File: src/rtl/baccarat_pkg.sv
// -----------------------------------------------------------------------------
// baccarat_pkg
// Shared types and constants for the baccarat round sequencer.
//   state_t : round sequencing states
//   load_t  : bundle of the six card-register load strobes
//   NATURAL_MIN / PLAYER_DRAW_MAX / DEALER_STAND / FACE_MIN : rule thresholds
// -----------------------------------------------------------------------------
package baccarat_pkg;

    typedef enum logic [3:0] {
        S_START,
        S_DEAL_P1,
        S_DEAL_D1,
        S_DEAL_P2,
        S_DEAL_D2,
        S_CHECK,
        S_DEAL_P3,
        S_CHECK_D3,
        S_DEAL_D3,
        S_RESULT
    } state_t;

    typedef struct packed {
        logic pcard1;
        logic pcard2;
        logic pcard3;
        logic dcard1;
        logic dcard2;
        logic dcard3;
    } load_t;

    localparam logic [3:0] NATURAL_MIN     = 4'd8;
    localparam logic [3:0] PLAYER_DRAW_MAX = 4'd5;
    localparam logic [3:0] DEALER_STAND    = 4'd7;
    localparam logic [3:0] FACE_MIN        = 4'd10;

    // Baccarat point value of a card rank: tens and face cards count as zero.
    function automatic logic [3:0] card_value(input logic [3:0] rank);
        return (rank >= FACE_MIN) ? 4'd0 : rank;
    endfunction

endpackage

File: src/rtl/baccarat_sequencer_dealer_draw_rule.sv
// -----------------------------------------------------------------------------
// dealer_draw_rule
// Purely combinational third-card rule for the dealer, applied after the
// player has drawn a third card.
//   dscore [3:0] : dealer two-card score, 0..9
//   pcard3 [3:0] : player third card rank, 1..13
//   draw         : 1 when the dealer must take a third card
// -----------------------------------------------------------------------------
module dealer_draw_rule
    import baccarat_pkg::*;
(
    input  logic [3:0] dscore,
    input  logic [3:0] pcard3,
    output logic       draw
);

    logic [3:0] value;

    always_comb begin
        value = card_value(pcard3);
        draw  = 1'b0;
        if (dscore <= 4'd2) begin
            draw = 1'b1;
        end else if (dscore == DEALER_STAND) begin
            draw = 1'b0;
        end else begin
            case (dscore)
                4'd3:    draw = (value != 4'd8);
                4'd4:    draw = (value >= 4'd2) && (value <= 4'd7);
                4'd5:    draw = (value >= 4'd4) && (value <= 4'd7);
                4'd6:    draw = (value >= 4'd6) && (value <= 4'd7);
                default: draw = 1'b0;
            endcase
        end
    end

endmodule

File: src/rtl/baccarat_sequencer.sv
// -----------------------------------------------------------------------------
// baccarat_sequencer
// Steps one baccarat round: deals the four opening cards, resolves naturals
// and the third-card rules, then holds the result until reset.
//   slow_clock          : one deal step per rising edge
//   reset               : asynchronous, active-high, returns to S_START
//   pscore / dscore     : hand scores (0..9) from the datapath scorers
//   pcard3              : loaded player third card rank
//   load_pcard1..3      : player card register load strobes
//   load_dcard1..3      : dealer card register load strobes
//   player_win / dealer_win : winner flags, both high on a tie
//   done                : round complete
// -----------------------------------------------------------------------------
module baccarat_sequencer
    import baccarat_pkg::*;
(
    input  logic       slow_clock,
    input  logic       reset,
    input  logic [3:0] pscore,
    input  logic [3:0] dscore,
    input  logic [3:0] pcard3,
    output logic       load_pcard1,
    output logic       load_pcard2,
    output logic       load_pcard3,
    output logic       load_dcard1,
    output logic       load_dcard2,
    output logic       load_dcard3,
    output logic       player_win,
    output logic       dealer_win,
    output logic       done
);

    state_t state_q, state_d;
    load_t  load_q,  load_d;
    logic   done_q,  done_d;
    logic   dealer_draw;

    dealer_draw_rule u_dealer_draw_rule (
        .dscore (dscore),
        .pcard3 (pcard3),
        .draw   (dealer_draw)
    );

    always_comb begin
        state_d = state_q;
        case (state_q)
            S_START:    state_d = S_DEAL_P1;
            S_DEAL_P1:  state_d = S_DEAL_D1;
            S_DEAL_D1:  state_d = S_DEAL_P2;
            S_DEAL_P2:  state_d = S_DEAL_D2;
            S_DEAL_D2:  state_d = S_CHECK;
            S_CHECK: begin
                if ((pscore >= NATURAL_MIN) || (dscore >= NATURAL_MIN))
                    state_d = S_RESULT;
                else if (pscore <= PLAYER_DRAW_MAX)
                    state_d = S_DEAL_P3;
                // Standing player: the dealer draws on the same 0..5 band.
                else if (dscore <= PLAYER_DRAW_MAX)
                    state_d = S_DEAL_D3;
                else
                    state_d = S_RESULT;
            end
            S_DEAL_P3:  state_d = S_CHECK_D3;
            S_CHECK_D3: state_d = dealer_draw ? S_DEAL_D3 : S_RESULT;
            S_DEAL_D3:  state_d = S_RESULT;
            S_RESULT:   state_d = S_RESULT;
            default:    state_d = S_START;
        endcase
    end

    // NOTE: the strobes and done are decoded from the *next* state and
    // registered, so they are glitch-free and line up exactly with state_q.
    always_comb begin
        load_d = '0;
        case (state_d)
            S_DEAL_P1: load_d.pcard1 = 1'b1;
            S_DEAL_D1: load_d.dcard1 = 1'b1;
            S_DEAL_P2: load_d.pcard2 = 1'b1;
            S_DEAL_D2: load_d.dcard2 = 1'b1;
            S_DEAL_P3: load_d.pcard3 = 1'b1;
            S_DEAL_D3: load_d.dcard3 = 1'b1;
            default:   load_d = '0;
        endcase
        done_d = (state_d == S_RESULT);
    end

    // NOTE: reset is asynchronous so a mid-round reset clears every output
    // immediately rather than at the next slow_clock edge.
    always_ff @(posedge slow_clock or posedge reset) begin
        if (reset) begin
            state_q <= S_START;
            load_q  <= '0;
            done_q  <= 1'b0;
        end else begin
            state_q <= state_d;
            load_q  <= load_d;
            done_q  <= done_d;
        end
    end

    assign load_pcard1 = load_q.pcard1;
    assign load_pcard2 = load_q.pcard2;
    assign load_pcard3 = load_q.pcard3;
    assign load_dcard1 = load_q.dcard1;
    assign load_dcard2 = load_q.dcard2;
    assign load_dcard3 = load_q.dcard3;
    assign done        = done_q;

    // Scores are stable in S_RESULT (no further loads), so the win flags can
    // be decoded directly from them; a tie raises both.
    assign player_win = (state_q == S_RESULT) && (pscore >= dscore);
    assign dealer_win = (state_q == S_RESULT) && (dscore >= pscore);

endmodule

File: config.mk
export PLATFORM = sky130hd
export DESIGN_NAME = baccarat_sequencer
export DESIGN_NICKNAME = d
export VERILOG_FILES = /design/src/rtl/baccarat_pkg.sv /design/src/rtl/baccarat_sequencer_dealer_draw_rule.sv /design/src/rtl/baccarat_sequencer.sv
export SDC_FILE = /design/constraint.sdc
export NUM_CORES = 1
export LEC_CHECK = 0
export CELL_PAD_IN_SITES_DETAIL_PLACEMENT = 1
export CELL_PAD_IN_SITES_GLOBAL_PLACEMENT = 2
export CORE_AREA = 2 2 47 49
export DETAILED_ROUTE_END_ITERATION = 8
export DIE_AREA = 0 0 49 51
export DONT_BUFFER_PORTS = 1
export PLACE_DENSITY_LB_ADDON = 0.1
export SLEW_MARGIN = 20
export SYNTH_ARGS = -nofsm -noshare
export SYNTH_HDL_FRONTEND = slang
export SYNTH_HIERARCHICAL = 1
export SYNTH_SLANG_ARGS = --single-unit
File: constraint.sdc
create_clock -name slow_clock -period 1.8 [get_ports slow_clock]
set_input_delay 0.27 -clock slow_clock [delete_from_list [all_inputs] [get_ports slow_clock]]
set_output_delay 0.27 -clock slow_clock [all_outputs]
set_load 0.005 [all_outputs]
# == Yosys cells after proc, flatten, opt, wreduce, memory -nomap -nowiden ==
# Cells that the tools add are included.
# op_classes
mux,15
order_cmp,12
n_reduce_logical,8
n_eq_ne,22
# op_table
cell,count
$eq 4x3->1 const B,10
$pmux 4 s9,1
$eq 4x2->1 const B,5
$eq 4x4->1 const B,4
$ge 4x4->1 const B,3
$le 4x3->1 const B,3
$mux 4,3
$mux 1,10
$eq 4x1->1 const B,2
$ge 4x3->1 const B,2
$ge 4x4->1,2
$logic_and 1x1->1,5
$ge 4x2->1 const B,1
$le 4x2->1 const B,1
$logic_not 4->1,1
$ne 4x4->1 const B,1
$pmux 1 s4,1
$reduce_or 2->1,1
$logic_or 1x1->1,1
# word_totals
regBits,11
word_cells,65
output_inout_bits,9
in_bits,14

# == Depth between registers and ports, before layout ==
# logic_depth
ltp_word,11
ltp_mapped,7
depth_no_buf,7

# == Modules after synthesis ==
# The synthesis kept the hierarchy.
# by_module_without_submodules
mod,seq_area_each_um2,area_per_inst_um2,n_inst,cells_per_inst
baccarat_sequencer,275.3,603.1,1,60
dealer_draw_rule,0.0,65.1,1,7

# == Worst setup path before layout ==
# No wires, ideal clock.
# synth_path
kind,register to output
from,register state_q[1]
to,output dealer_win
t_arrival_ns,1.165
path_buffers,1
setup_slack_ns,0.365
required_time_ns,1.530
stages_incl_launch_ff,5
cell_sequence,dfrtp_1 buf_6 nand2b_1 or3_1 o21ba_1
# synth_between
elab_chain_cells,2
# synth_rtl
element,line,text
"start, declared",baccarat_sequencer.sv:33,"state_t state_q, state_d;"
"start signal, assigned",baccarat_sequencer.sv:95,state_q <= state_d;
$eq 4x4->1,baccarat_sequencer.sv:112,assign dealer_win = (state_q == S_RESULT) && (dscore >= pscore);
$logic_and 1x1->1,baccarat_sequencer.sv:112,
"end, declared",baccarat_sequencer.sv:29,"output logic dealer_win,"
# Every way passes these cells.

# == Worst setup path in the final report ==
# Same ends and word-level chain as after synthesis.

==> results.md <==
* Syn Inst Count at 67
* Top delay family on crit path: simple AND/OR/NAND/NOR gates
* Ant. Diodes at 0
* Setup tns final at 0 ps
* # clock sinks at 11
* Post-CTS setup buffers at 0
* Final slew viol count at 0
* Status: completed
* Post-synth net total at 85
* 1st-iter DRT viols at 9
* Fin crit period at ~1700 ps
* CP max FO at 3
* # fillers at 246
* Multi-input logic area at roughly 330 µm²
* Top_reg_cell synth: dfrtp_1
* Routed WL at ~1.4 mm
* CTS H-Tree Depth at 1
* Avg WL per Cell at between 10 and 15 µm
* First-pass DRT Iterations at 4
* Post-synth EDFFs at 0
* IO Port Bufs at 0
* Commonest non-fill, non-tap cell in the layout: dfrtp_1
* Crit path DAT at about 1400 ps
* Vias per cell at around 5.2
* Layout area overhead at 10.9%
* RSZ-0062 raised after global routing: no
* Register-to-Register Path Depth at 5
* Core Region at 2060 µm²
* Detail Placement HPWL at about 1.2 mm
* TritonCTS buffer count at 3
* CP Cell Sequence: nand2b_1 > or3_1 > o21ba_1
* Post_cts resized at 0
* Worst setup SP type: flop
* Clk_skew at 0.315 ps
* Yosys top cell area share at about two fifths
* DR vias at around 520
* Max Cap Viol at 0
* First-pass GRT wire length at 2.42 mm
* Initial Util at 32.4%
* Hold Crit Start: dscore[3]
* Grt total ovfl at 0
* Sequential cell area fraction in the yosys report at between 40% and 50%
* Worst EP required at between 1500 and 2000 ps
* Die area at approximately 2500 µm²
* Hold buffers post-CTS at 1
* Buf/Inv on CP at 0
* Sequential Area at between 200 and 300 µm²
* RR Endpoint: done
* Path type of the worst setup path: reg2out
* Leak at between 0.3 and 0.4 nW
* Die Span Y at approximately 51 µm
* Reg2reg setup slack at roughly 500 ps
* Final worst path period share at a little over nine tenths
* Normalized max-slew margin at approximately 73%
* Initial antenna violation count at 0
* Distinct cell type count after synthesis at 32
* Final hold vios at 0
* Crit end category: output port
* Residual DRC count at 0
* FF-to-FF Start: state_q[0]
* Syn Std Cell Area at ~670 µm²
* Hold Path Class: in2reg
* Clock Pin Slew Worst Setup and Hold Paths at 60 ps
* Yosys top cell by area: dfrtp_1
* Synth warn at 6
* Layout cells sized above 1 at between 10% and 20%
* Skew-Pair Late Insertion Delay at ~260 ps
* Post-layout util at between 30% and 40%
* Hold Path Stages at 2
* CTS tree: built
* Clk root buf: clkbuf_4
* GP Congestion at about 0.64
* Largest net degree at the start of global routing at 12
* Most frequent cells in the layout: dfrtp_1 (11), inv_1 (9), a21oi_1 (6)
* Final nets at between 90 and 100
* Power Density at roughly 620 nW/µm²
* Max IR drop VDD at between 0.3 and 0.4 mV
* Worst-Margin Slew at around 410 ps
* GRT Overall Usage at about an eighth
* Via count of the first global-routing pass at 555
* Max Root-Sink Buffers at 2
* CP peak stage delay at about 380 ps
* CP max stage cell: dfrtp_1
* Avg Cell Area, Syn at 9.97 µm²
* Die X at just under 50 µm
* Min Hold Slack at roughly 250 ps
* Hold endpoint: load_pcard3
* Final Setup Violations at 0
* Async S/R FF share, synth at between 90% and 100%
* Fmax at slightly below 0.6 GHz
* Synth top area cells: dfrtp_1 (41%), ha_1 (7.5%), inv_1 (5.1%), a21oi_1 (4.5%), a41oi_2 (2.4%)
* Std-Cell Rows at 17
* IO Pins at 23
* Yosys reg bits at 11
* Post-DRT Antenna Nets at 0
[through the flow]
stage / std cells / power (mW) / setup WS (ps) / instance area, µm²
2_1_floorplan: 67 / 0.292 / 365 / 668
3_3_place_gp: 95 / 0.300 / 306 / 704
3_5_place_dp: 95 / 0.301 / 290 / 704
4_1_cts: 100 / 0.471 / 87.1 / 741
5_1_grt: 100 / 0.489 / 37.6 / 741
6_report: 100 / 0.461 / 107 / 741
[how the worst max path moves through the flow]
stage	start	end	slack [ps]	depth (start not counted)
floorplan	state_q[1]	dealer_win	360	4
global placement	dscore[1]	done	310	7
detailed placement	dscore[1]	done	290	7
CTS	state_q[1]	dealer_win	90	3
global route	state_q[1]	dealer_win	40	3
finish	state_q[1]	dealer_win	110	3
[layout make-up]
cell class | instances | area share (%)
clock buffers | 4 | 3.55
inverters | 9 | 4.56
multi-input cells | 43 | 44.6
flip-flops and latches | 11 | 37.2
well taps | 28 | 4.73
repair buffers | 5 | 5.41
[power breakdown]
group / internal (mW) / switching, mW
combinational: 0.0239 / 0.0261
clock: 0.0858 / 0.0781
sequential: 0.247 / 0
total: 0.357 / 0.104
[registers in the layout, indices dropped and copies added, names as in the netlist]
register	cells
done	1
load_pcard1	1
load_dcard3	1
load_dcard2	1
load_pcard3	1
load_dcard1	1
load_pcard2	1
state_q	4
[cells in the mapped netlist (2+ instances only)]
library cell and count:
nand3b_1 2, inv_1 9, nor2_1 4, ha_1 4, dfrtp_1 11, nor2b_1 2, a21oi_1 6, nor3_1 3
nand2_1 2, buf_2 2
[kinds of logic after synthesis]
kind of cell / count (synthesis) / share of synthesized area [%]
flip-flops: 11 / 41.2
adder cells (fa/ha/maj): 4 / 7.49
AO/OA/AOI/OAI: 15 / 17.0
buffers and inverters: 13 / 9.36
AND/OR/NAND/NOR: 24 / 24.9
[per-layer routing]
layer  share of wire (%)  global-route usage (%)
met5                   0                       0
met2                  53                    23.1
met4                 2.5                    10.0
met1                  40                    14.3
met3                 4.6                    1.46
[worst reg2reg max path: stages (launching register included)]
cell and delay (ps):
dfrtp_1 390, buf_4 170, nand4bb_1 120, nor2_1 50, a211o_2 350, nor2b_1 130
(Power assumes the default switching activity.)
